`config.mk`:
```
export PLATFORM = sky130hd
export DESIGN_NAME = cdb_arbiter_flat
export DESIGN_NICKNAME = d
export VERILOG_FILES = /design/src/rtl/cdb_arbiter_if.sv /design/src/rtl/cdb_arbiter.sv /design/src/flat_wrapper.sv
export SDC_FILE = /design/constraint.sdc
export NUM_CORES = 1
export LEC_CHECK = 0
export BUFFER_PORTS_ARGS = -buffer_cell sky130_fd_sc_hd__buf_2
export CELL_PAD_IN_SITES_DETAIL_PLACEMENT = 1
export CELL_PAD_IN_SITES_GLOBAL_PLACEMENT = 1
export CORE_MARGIN = 3
export CORE_UTILIZATION = 55
export CTS_CLUSTER_DIAMETER = 100
export CTS_CLUSTER_SIZE = 28
export DETAILED_ROUTE_END_ITERATION = 16
export HOLD_SLACK_MARGIN = 0.08
export PLACE_DENSITY = 0.95
export SYNTH_ARGS = -nofsm -noshare
export SYNTH_HDL_FRONTEND = slang
export SYNTH_SLANG_ARGS = --single-unit
export TNS_END_PERCENT = 1
```
`constraint.sdc`:
```
create_clock -name clk -period 20.4 [get_ports clk]
set_clock_uncertainty 0.15 [all_clocks]
set_input_delay 6.12 -clock clk [delete_from_list [all_inputs] [get_ports clk]]
set_output_delay 6.12 -clock clk [all_outputs]
set_load 0.03 [all_outputs]
```
`src/rtl/cdb_arbiter_if.sv`:
```
// Result/CDB bundle between the integer functional units and the CDB arbiter.
// Ports: src_* result pulses in, src_stall hints out, cdb_* lanes and overflow_err out.
interface cdb_arbiter_if #(
    parameter int NUM_PHYS_REGS = 64,
    parameter int NUM_SRC       = 4,
    parameter int CDB_WIDTH     = 2
);
    localparam int PREG_BITS = $clog2(NUM_PHYS_REGS);

    logic [NUM_SRC-1:0]                    src_valid;
    logic [NUM_SRC-1:0][PREG_BITS-1:0]     src_prd;
    logic [NUM_SRC-1:0][31:0]              src_data;
    logic [NUM_SRC-1:0][6:0]               src_rob_idx;
    logic [NUM_SRC-1:0]                    src_stall;

    logic [CDB_WIDTH-1:0]                  cdb_valid;
    logic [CDB_WIDTH-1:0][PREG_BITS-1:0]   cdb_prd;
    logic [CDB_WIDTH-1:0][31:0]            cdb_data;
    logic [CDB_WIDTH-1:0][6:0]             cdb_rob_idx;
    logic                                  overflow_err;

    // Producer / consumer side: drives results, observes the bus.
    modport master (
        output src_valid, src_prd, src_data, src_rob_idx,
        input  src_stall,
        input  cdb_valid, cdb_prd, cdb_data, cdb_rob_idx, overflow_err
    );

    // Arbiter side.
    modport slave (
        input  src_valid, src_prd, src_data, src_rob_idx,
        output src_stall,
        output cdb_valid, cdb_prd, cdb_data, cdb_rob_idx, overflow_err
    );
endinterface

```
`src/rtl/cdb_arbiter.sv`:
```
// Common data bus arbiter: per-source result FIFOs, round-robin grant of up to
// CDB_WIDTH results per cycle onto a registered CDB, per-source stall hints.
// Ports: clk, rst (sync, active-high), flush (sync), bus (cdb_arbiter_if.slave).
module cdb_arbiter #(
    parameter int NUM_PHYS_REGS = 64,
    parameter int NUM_SRC       = 4,
    parameter int CDB_WIDTH     = 2,
    parameter int FIFO_DEPTH    = 4,
    parameter int STALL_MARGIN  = 2
) (
    input  logic                clk,
    input  logic                rst,
    input  logic                flush,
    cdb_arbiter_if.slave        bus
);
    localparam int PB = $clog2(NUM_PHYS_REGS);
    localparam int AW = $clog2(FIFO_DEPTH);
    localparam int SW = (NUM_SRC > 1) ? $clog2(NUM_SRC) : 1;
    localparam logic [AW:0] FULL = (AW+1)'(FIFO_DEPTH);

    typedef struct packed {
        logic [PB-1:0] prd;
        logic [31:0]   data;
        logic [6:0]    rob_idx;
    } entry_t;

    // Storage and state
    entry_t        mem   [NUM_SRC][FIFO_DEPTH];
    logic [AW-1:0] head  [NUM_SRC];
    logic [AW-1:0] tail  [NUM_SRC];
    logic [AW:0]   count [NUM_SRC];
    logic [SW-1:0] rr_ptr;

    // Per-source combinational views
    entry_t             in_e   [NUM_SRC];
    entry_t             cand_e [NUM_SRC];
    logic [NUM_SRC-1:0] has_head;
    logic [NUM_SRC-1:0] cand;
    logic [NUM_SRC-1:0] grant;
    logic [NUM_SRC-1:0] pop;
    logic [NUM_SRC-1:0] push;
    logic [NUM_SRC-1:0] drop;

    // Lane results of this cycle's grant
    entry_t               lane_e [CDB_WIDTH];
    logic [CDB_WIDTH-1:0] lane_v;
    logic [SW-1:0]        rr_next;

    // Candidate per source: FIFO head if any, else the incoming result.
    always_comb begin
        for (int i = 0; i < NUM_SRC; i++) begin
            in_e[i]     = {bus.src_prd[i], bus.src_data[i], bus.src_rob_idx[i]};
            has_head[i] = (count[i] != '0);
            cand[i]     = has_head[i] | bus.src_valid[i];
            cand_e[i]   = has_head[i] ? mem[i][head[i]] : in_e[i];
        end
    end

    // Round-robin scan starting at rr_ptr; grants fill lanes in scan order.
    always_comb begin
        int idx;
        int n;
        grant   = '0;
        lane_v  = '0;
        rr_next = rr_ptr;
        idx     = 0;
        n       = 0;
        for (int l = 0; l < CDB_WIDTH; l++) begin
            lane_e[l] = '0;
        end
        for (int k = 0; k < NUM_SRC; k++) begin
            idx = int'(rr_ptr) + k;
            if (idx >= NUM_SRC) begin
                idx = idx - NUM_SRC;
            end
            if (cand[idx] && (n < CDB_WIDTH)) begin
                grant[idx] = 1'b1;
                lane_v[n]  = 1'b1;
                lane_e[n]  = cand_e[idx];
                n          = n + 1;
                if (idx == NUM_SRC - 1) begin
                    rr_next = '0;
                end else begin
                    rr_next = SW'(idx + 1);
                end
            end
        end
    end

    // FIFO control. A granted empty-FIFO source bypasses, so it never pushes;
    // a full FIFO without a pop drops its incoming result.
    always_comb begin
        for (int i = 0; i < NUM_SRC; i++) begin
            pop[i]  = grant[i] & has_head[i];
            drop[i] = bus.src_valid[i] & (count[i] == FULL) & ~pop[i];
            push[i] = bus.src_valid[i]
                    & ~(grant[i] & ~has_head[i])
                    & ~drop[i];
        end
    end

    // Stall hint from registered occupancy.
    always_comb begin
        bus.src_stall = '0;
        for (int i = 0; i < NUM_SRC; i++) begin
            bus.src_stall[i] =
                ((FIFO_DEPTH - int'(count[i])) <= STALL_MARGIN);
        end
    end

    // FIFO payload storage; needs no reset since count gates every read.
    always_ff @(posedge clk) begin
        for (int i = 0; i < NUM_SRC; i++) begin
            if (!rst && !flush && push[i]) begin
                mem[i][tail[i]] <= in_e[i];
            end
        end
    end

    // Pointers, counts, round-robin pointer.
    always_ff @(posedge clk) begin
        if (rst || flush) begin
            for (int i = 0; i < NUM_SRC; i++) begin
                head[i]  <= '0;
                tail[i]  <= '0;
                count[i] <= '0;
            end
            rr_ptr <= '0;
        end else begin
            for (int i = 0; i < NUM_SRC; i++) begin
                head[i]  <= head[i] + AW'(pop[i]);
                tail[i]  <= tail[i] + AW'(push[i]);
                count[i] <= count[i]
                          + (AW+1)'(push[i])
                          - (AW+1)'(pop[i]);
            end
            rr_ptr <= rr_next;
        end
    end

    // Registered CDB lanes.
    always_ff @(posedge clk) begin
        if (rst || flush) begin
            bus.cdb_valid <= '0;
            for (int l = 0; l < CDB_WIDTH; l++) begin
                bus.cdb_prd[l]     <= '0;
                bus.cdb_data[l]    <= '0;
                bus.cdb_rob_idx[l] <= '0;
            end
        end else begin
            bus.cdb_valid <= lane_v;
            for (int l = 0; l < CDB_WIDTH; l++) begin
                bus.cdb_prd[l]     <= lane_e[l].prd;
                bus.cdb_data[l]    <= lane_e[l].data;
                bus.cdb_rob_idx[l] <= lane_e[l].rob_idx;
            end
        end
    end

    // Sticky drop indicator; survives flush, cleared only by reset.
    always_ff @(posedge clk) begin
        if (rst) begin
            bus.overflow_err <= 1'b0;
        end else if (!flush && (|drop)) begin
            bus.overflow_err <= 1'b1;
        end
    end

endmodule

```
`src/flat_wrapper.sv`:
```
// flat-port wrapper written by rule: the top's interface ports become plain ports
module cdb_arbiter_flat 
#(
    parameter int NUM_PHYS_REGS = 64,
    parameter int NUM_SRC       = 4,
    parameter int CDB_WIDTH     = 2,
    parameter int FIFO_DEPTH    = 4,
    parameter int STALL_MARGIN  = 2
)
  (clk, rst, flush, bus_src_valid, bus_src_prd, bus_src_data, bus_src_rob_idx, bus_src_stall, bus_cdb_valid, bus_cdb_prd, bus_cdb_data, bus_cdb_rob_idx, bus_overflow_err);
  cdb_arbiter_if #(.NUM_PHYS_REGS(NUM_PHYS_REGS), .NUM_SRC(NUM_SRC), .CDB_WIDTH(CDB_WIDTH)) bus_i ();
  input  logic clk;
  input  logic rst;
  input  logic flush;
  input wire logic [$bits(bus_i.src_valid)-1:0] bus_src_valid;
  input wire logic [$bits(bus_i.src_prd)-1:0] bus_src_prd;
  input wire logic [$bits(bus_i.src_data)-1:0] bus_src_data;
  input wire logic [$bits(bus_i.src_rob_idx)-1:0] bus_src_rob_idx;
  output wire logic [$bits(bus_i.src_stall)-1:0] bus_src_stall;
  output wire logic [$bits(bus_i.cdb_valid)-1:0] bus_cdb_valid;
  output wire logic [$bits(bus_i.cdb_prd)-1:0] bus_cdb_prd;
  output wire logic [$bits(bus_i.cdb_data)-1:0] bus_cdb_data;
  output wire logic [$bits(bus_i.cdb_rob_idx)-1:0] bus_cdb_rob_idx;
  output wire logic [$bits(bus_i.overflow_err)-1:0] bus_overflow_err;
  assign bus_i.src_valid = bus_src_valid;
  assign bus_i.src_prd = bus_src_prd;
  assign bus_i.src_data = bus_src_data;
  assign bus_i.src_rob_idx = bus_src_rob_idx;
  assign bus_src_stall = bus_i.src_stall;
  assign bus_cdb_valid = bus_i.cdb_valid;
  assign bus_cdb_prd = bus_i.cdb_prd;
  assign bus_cdb_data = bus_i.cdb_data;
  assign bus_cdb_rob_idx = bus_i.cdb_rob_idx;
  assign bus_overflow_err = bus_i.overflow_err;
  cdb_arbiter #(.NUM_PHYS_REGS(NUM_PHYS_REGS), .NUM_SRC(NUM_SRC), .CDB_WIDTH(CDB_WIDTH), .FIFO_DEPTH(FIFO_DEPTH), .STALL_MARGIN(STALL_MARGIN)) u_core (.clk(clk), .rst(rst), .flush(flush), .bus(bus_i));
endmodule
```
-- Word-level counts from Yosys, hierarchy flattened
Memory sizes are Yosys's and may differ from the RTL's.
Cells that the tools add are included.
- register bits after elaboration: 95
- bits in writable memories: 748
- input bits: 187
- output and inout bits: 97
- word-level logic and storage cells: 331
- memories kept: 4
- memory list (memory ; words ; width ; rd ports ; clocked after Yosys merged registers in ; write ports ; RTL line ; source):
    u_core.mem ; 4 ; 180 ; 4 ; 0 ; 4 ; cdb_arbiter.sv:28 ; entry_t mem [NUM_SRC][FIFO_DEPTH];
    u_core.count ; 4 ; 3 ; 4 ; 0 ; 4 ; cdb_arbiter.sv:31 ; logic [AW:0] count [NUM_SRC];
    u_core.head ; 4 ; 2 ; 4 ; 0 ; 4 ; cdb_arbiter.sv:29 ; logic [AW-1:0] head [NUM_SRC];
    u_core.tail ; 4 ; 2 ; 4 ; 0 ; 4 ; cdb_arbiter.sv:30 ; logic [AW-1:0] tail [NUM_SRC];
- add/sub/neg operators: 33
- order comparisons: 47
- eq/ne operators: 8
- muxes and demuxes: 121
- bitwise gates (word level): 77
- reduce and logical (&&, ||, !) cells: 32
- operators by type and width (kind ; count):
    $mux 45 ; 28
    $bmux 45 s2 ; 8
    $mux 180 ; 4
    $demux 45 s2 ; 4
    $bwmux 90 ; 3
    $mux 90 ; 3
    $ge 32x1->1 const B ; 6
    $mux 32 ; 6
    $not 32->32 ; 6
    $demux 45 s1 ; 3
    $eq 32x3->1 const B ; 4
    $ge 32x3->1 const B ; 4
    $le 32x3->1 const B ; 4
    $lt 32x3->1 const B ; 4
    $lt 32x4->1 const B ; 4
    $ge 32x2->1 const B ; 3
    $ge 32x4->1 const B ; 3
    $lt 32x1->1 const B ; 3
    $sub 32x4->32 const B ; 3
    $mux 2 ; 19
    $add 32x2->32 const B ; 1
    $not 1->32 ; 1
    $and 1x1->1 ; 24
    $ge 3x3->1 const B ; 8
    32 further kinds ; 162

-- Depth between registers and ports, before layout
An unclocked memory read counts as a cell.
- depth in word-level cells: 24
- gate-level depth with buffers: 22
- depth with buffers taken out: 19

-- Worst setup path before layout
No wires, ideal clock.
- path type: input -> register
- start: in bus_src_valid[3]
- end: mem u_core.mem[0][45] (netlist name), enable pin
- setup time: 0.575 ns
- data arrival time: 13.520 ns
- data required time: 19.675 ns
- path slack: 6.155 ns
- stages on the path: 11
- path buffers: 2
- cell sequence: or4_4 mux4_2 buf_2 ha_1 inv_1 clkbuf_1 a22oi_2 o31ai_1 a21oi_1 nand3b_1 nor4b_1
- RTL lines (what ; RTL line ; source):
    start, declared ; flat_wrapper.sv:15 ; input wire logic [$bits(bus_i.src_valid)-1:0] bus_src_valid;
    end, declared ; cdb_arbiter.sv:28 ;

==> out/qor.yml <==
clock_tree:
  h-tree-depth: 2
  clk_pin_slew_ns: 0.11
  cts_max_path_buffers: 3
  cts_hold_buf: 0
  cts_setup_buffers: 0
  tritoncts: "yes"
  root_buffer: "clkbuf_16"
  cts.sink_count: 843
  clk_latency_ns: 0.60
  cts-resized-gates: 0
  cts_buffers: 36
critical_path:
  worst_setup_path_end_kind: "flip-flop"
  reg2reg_depth: 12
  path_delay_family: "simple AND/OR/NAND/NOR gates"
  cp_max_fo: 45
  path_cells: "buf_2 > or4_4 > mux4_2 > ha_1 > inv_1 > o2111ai_1 > nor3_1 > o31ai_1 > nand3_1 > nand3b_4 > nor4b_2 > buf_4"
  cp-startpoint: "bus_src_valid[3]"
  critPathBufInv: 3
  start_kind: "primary input"
  r2r_start: "u_core.rr_ptr[0]"
  cpMaxStageDelayCell: "mux4_2"
  crit_cells: 12
  cp.arrival_ns: 10.50
  crit_type: "in2reg"
  max_stage_delay_ns: 0.65
  worstPathRequired_ns: 20.48
synthesis:
  ys_top_cells_by_area: "edfxtp_1 57%, mux2i_1 12%, mux4_2 11%"
  ys_seq_area_share_pct: 63.0
  synth_enable_flop_cells: 720
  netlist_area_sq_um: 38300
  synth_top_area_share_pct: 56.5
  ys_ff_latch: 843
  ys_warn_count: 0
  synth_ff_type: "edfxtp_1"
  synth_fp_nets: 2591
  synth_cells: 2365
  ys_async_sr_fraction_pct: 0
  synth_cell_types: 58
  syn_avg_cell_area_sq_um: 16.2
  synth_top_area_cell: "edfxtp_1"
hold_path:
  hold_depth: 2
  hold_class: "reg2reg"
  hp-start: "u_core.bus.overflow_err"
run_status:
  outcome: "finished, final reports clean"
power_and_ir_drop:
  swShare_pct: 41.4
  power_report.internal_total_w: 0.00333
  seq_power_share_pct: 37.1
  power_w: 0.00569
  p_sw_w: 0.00236
  peakVddDrop_mv: 0.125
  power_density_nw_per_um2: 136
  p_leak_nw: 14.4
  p_clk_share_pct: 15.4
  combinationalPowerShare_pct: 47.5
floorplanning:
  start_util_pct: 55.7
  core_area_sq_um: 68700
  top_level_ports: 284
  die-area_sq_um: 72700
  fp-row-count: 96
  die_x_um: 270
  dieHeight_um: 270
placement:
  post_dp_cell_area_sq_um: 40600
  place_congestion: 0.876
  dp_hpwl_mm: 75.6
  io_buffer_count: 283
  place_inst: 3442
cells_and_area:
  fin_nets: 2775
  drive_above_1_share_pct: 24.9
  multiInputGateArea_sq_um: 13500
  final_cells: 3516
  synthToLayoutAreaGrowth_pct: 9.04
  n_fill_cell: 6342
  regArea_sq_um: 24100
  finish.utilization_pct: 60.7
  final_cell_area_sq_um: 41700
global_routing:
  grt_pass1_wl_mm: 166
  overflow: 0
  grt_usage_pct: 30.6
  grt_pass1_vias: 25048
  antenna_found_initial: 16
  grt_max_degree: 101
detailed_routing:
  drc: 0
  wl_per_cell_um: 32.1
  via_per_inst: 6.72
  final_antenna_net_count: 0
  drt_iter0_drc: 2435
  drtPass1Iterations: 5
  vias: 23610
  wl_mm: 113
sta:
  post-route-period-util_pct: 51.1
  finalSetupViolCount: 0
  period_minus_slack_ns: 10.42
  hold_violations: 0
  clock.fmax_mhz: 96.0
  slew_headroom_pct: 17.5
  tightest_slew_ns: 1.24
  slew_violations: 0
  rsz0062_at_grt: "no"
  tns_ns: 0
flow_run:
  maxCapViolCount: 0
-- power by group through the flow --
| stage | combinational, W | clock [W] | sequential [W] |
|---|---|---|---|
| finish | 0.00271 | 0.000877 | 0.00211 |
| floorplan | 0.00180 | 0 | 0.00215 |
| detailed placement | 0.00264 | 0 | 0.00215 |
| global route | 0.00285 | 0.000948 | 0.00212 |
| CTS | 0.00266 | 0.000892 | 0.00211 |
| global placement | 0.00249 | 0 | 0.00213 |
-- registers in the layout, indices dropped and copies added, names as in the netlist --
signal / cells
u_core.head: 8
u_core.bus.cdb_rob_idx: 14
u_core.mem: 720
u_core.count: 12
u_core.rr_ptr: 2
u_core.bus.cdb_prd: 12
u_core.bus.cdb_valid: 2
u_core.bus.cdb_data: 64
u_core.tail: 8
u_core.bus.overflow_err: 1
-- placed cells by master (no fill, tap or decap), types with 4 or more instances in the layout --
cell / n
a311oi_1: 4
o22a_1: 45
fa_1: 4
o21ai_0: 95
buf_4: 39
nand3_2: 4
o22ai_1: 46
a211oi_1: 4
diode_2: 10
nor2_1: 112
clkbuf_1: 19
dfxtp_1: 113
nor2_4: 5
edfxtp_1: 720
mux2i_1: 452
xnor2_1: 16
inv_2: 5
clkbuf_16: 37
mux2_2: 45
nand2b_1: 6
nand3_1: 10
and2_1: 16
a21oi_1: 62
inv_1: 31
buf_2: 283
nor4_2: 8
dfxtp_4: 4
nand2_1: 11
mux4_2: 183
nor2b_1: 4
a221oi_1: 90
dfxtp_2: 6
ha_1: 34
-- worst paths after layout --
| path | to | slack [ns] |
|---|---|---|
| max | u_core.mem[1][84] | 9.98 |
| min | u_core.bus.overflow_err | 0.33 |
| max reg2reg | u_core.mem[1][84] | 13.80 |
| min reg2reg | u_core.bus.overflow_err | 0.33 |
-- worst register-to-register path, stage by stage (launching register included) --
cell	delay (ns)
dfxtp_4	1.01
inv_6	0.50
ha_4	0.95
mux4_2	0.59
ha_1	0.29
inv_1	0.31
o2111ai_1	0.28
nor3_1	0.53
o31ai_1	0.29
nand3_1	0.21
nand3b_4	0.14
nor4b_2	0.31
buf_4	0.65
-- per-layer routing --
layer / part of all wire [%] / GRT usage (%) / vias up
li1: - / - / 9901
met5: 0.084 / 0 / -
met4: 6.0 / 15.4 / 14
met1: 37 / 37.5 / 12326
met2: 52 / 53.5 / 1085
met3: 5.7 / 4.09 / 284
-- per-stage QoR --
step | setup slack [ns] | hold WS, ns
4_1_cts | 10.07 | 0.336
3_5_place_dp | 9.42 | 0.320
2_1_floorplan | 6.15 | 0.377
3_3_place_gp | 9.62 | 0.304
5_1_grt | 9.91 | 0.364
6_report | 9.98 | 0.335
-- synthesized netlist by cell type (3+ instances only) --
cell type	instances
a221oi_1	90
edfxtp_1	720
nand3_1	12
a21oi_1	62
o22a_1	45
mux4_2	183
buf_2	21
nor2b_1	4
a211oi_1	4
inv_1	34
xnor2_1	16
a21o_1	3
a22oi_1	3
nand3b_1	3
nand2b_1	6
nor3_1	3
inv_2	4
mux2_2	45
buf_1	35
mux2i_1	452
o22ai_1	46
o21ai_0	95
and2_1	17
fa_1	4
nor4b_1	3
nor2_1	117
o31ai_1	3
a311oi_1	4
nor4_1	11
ha_1	35
nand2_1	11
clkbuf_1	119
dfxtp_1	123
-- cell type report --
cell class	count	share of cell area, %
Antenna cell	10	0.0600
Sequential cell	843	57.8
Inverter	38	0.360
Clock inverter	4	0.0600
Timing Repair Buffer	322	4.10
Tap cell	931	2.79
Multi-Input combinational cell	1308	32.3
Clock buffer	60	2.51
-- logic make-up after synthesis --
group | Yosys count | synth area share, %
flip-flops | 843 | 63.0
multiplexers | 680 | 23.9
AO/OA/AOI/OAI | 369 | 6.56
buffers and inverters | 214 | 2.19
AND/OR/NAND/NOR | 202 | 2.60
adder cells (fa/ha/maj) | 39 | 1.35
XOR/XNOR | 18 | 0.412
(Power assumes the default switching activity.)
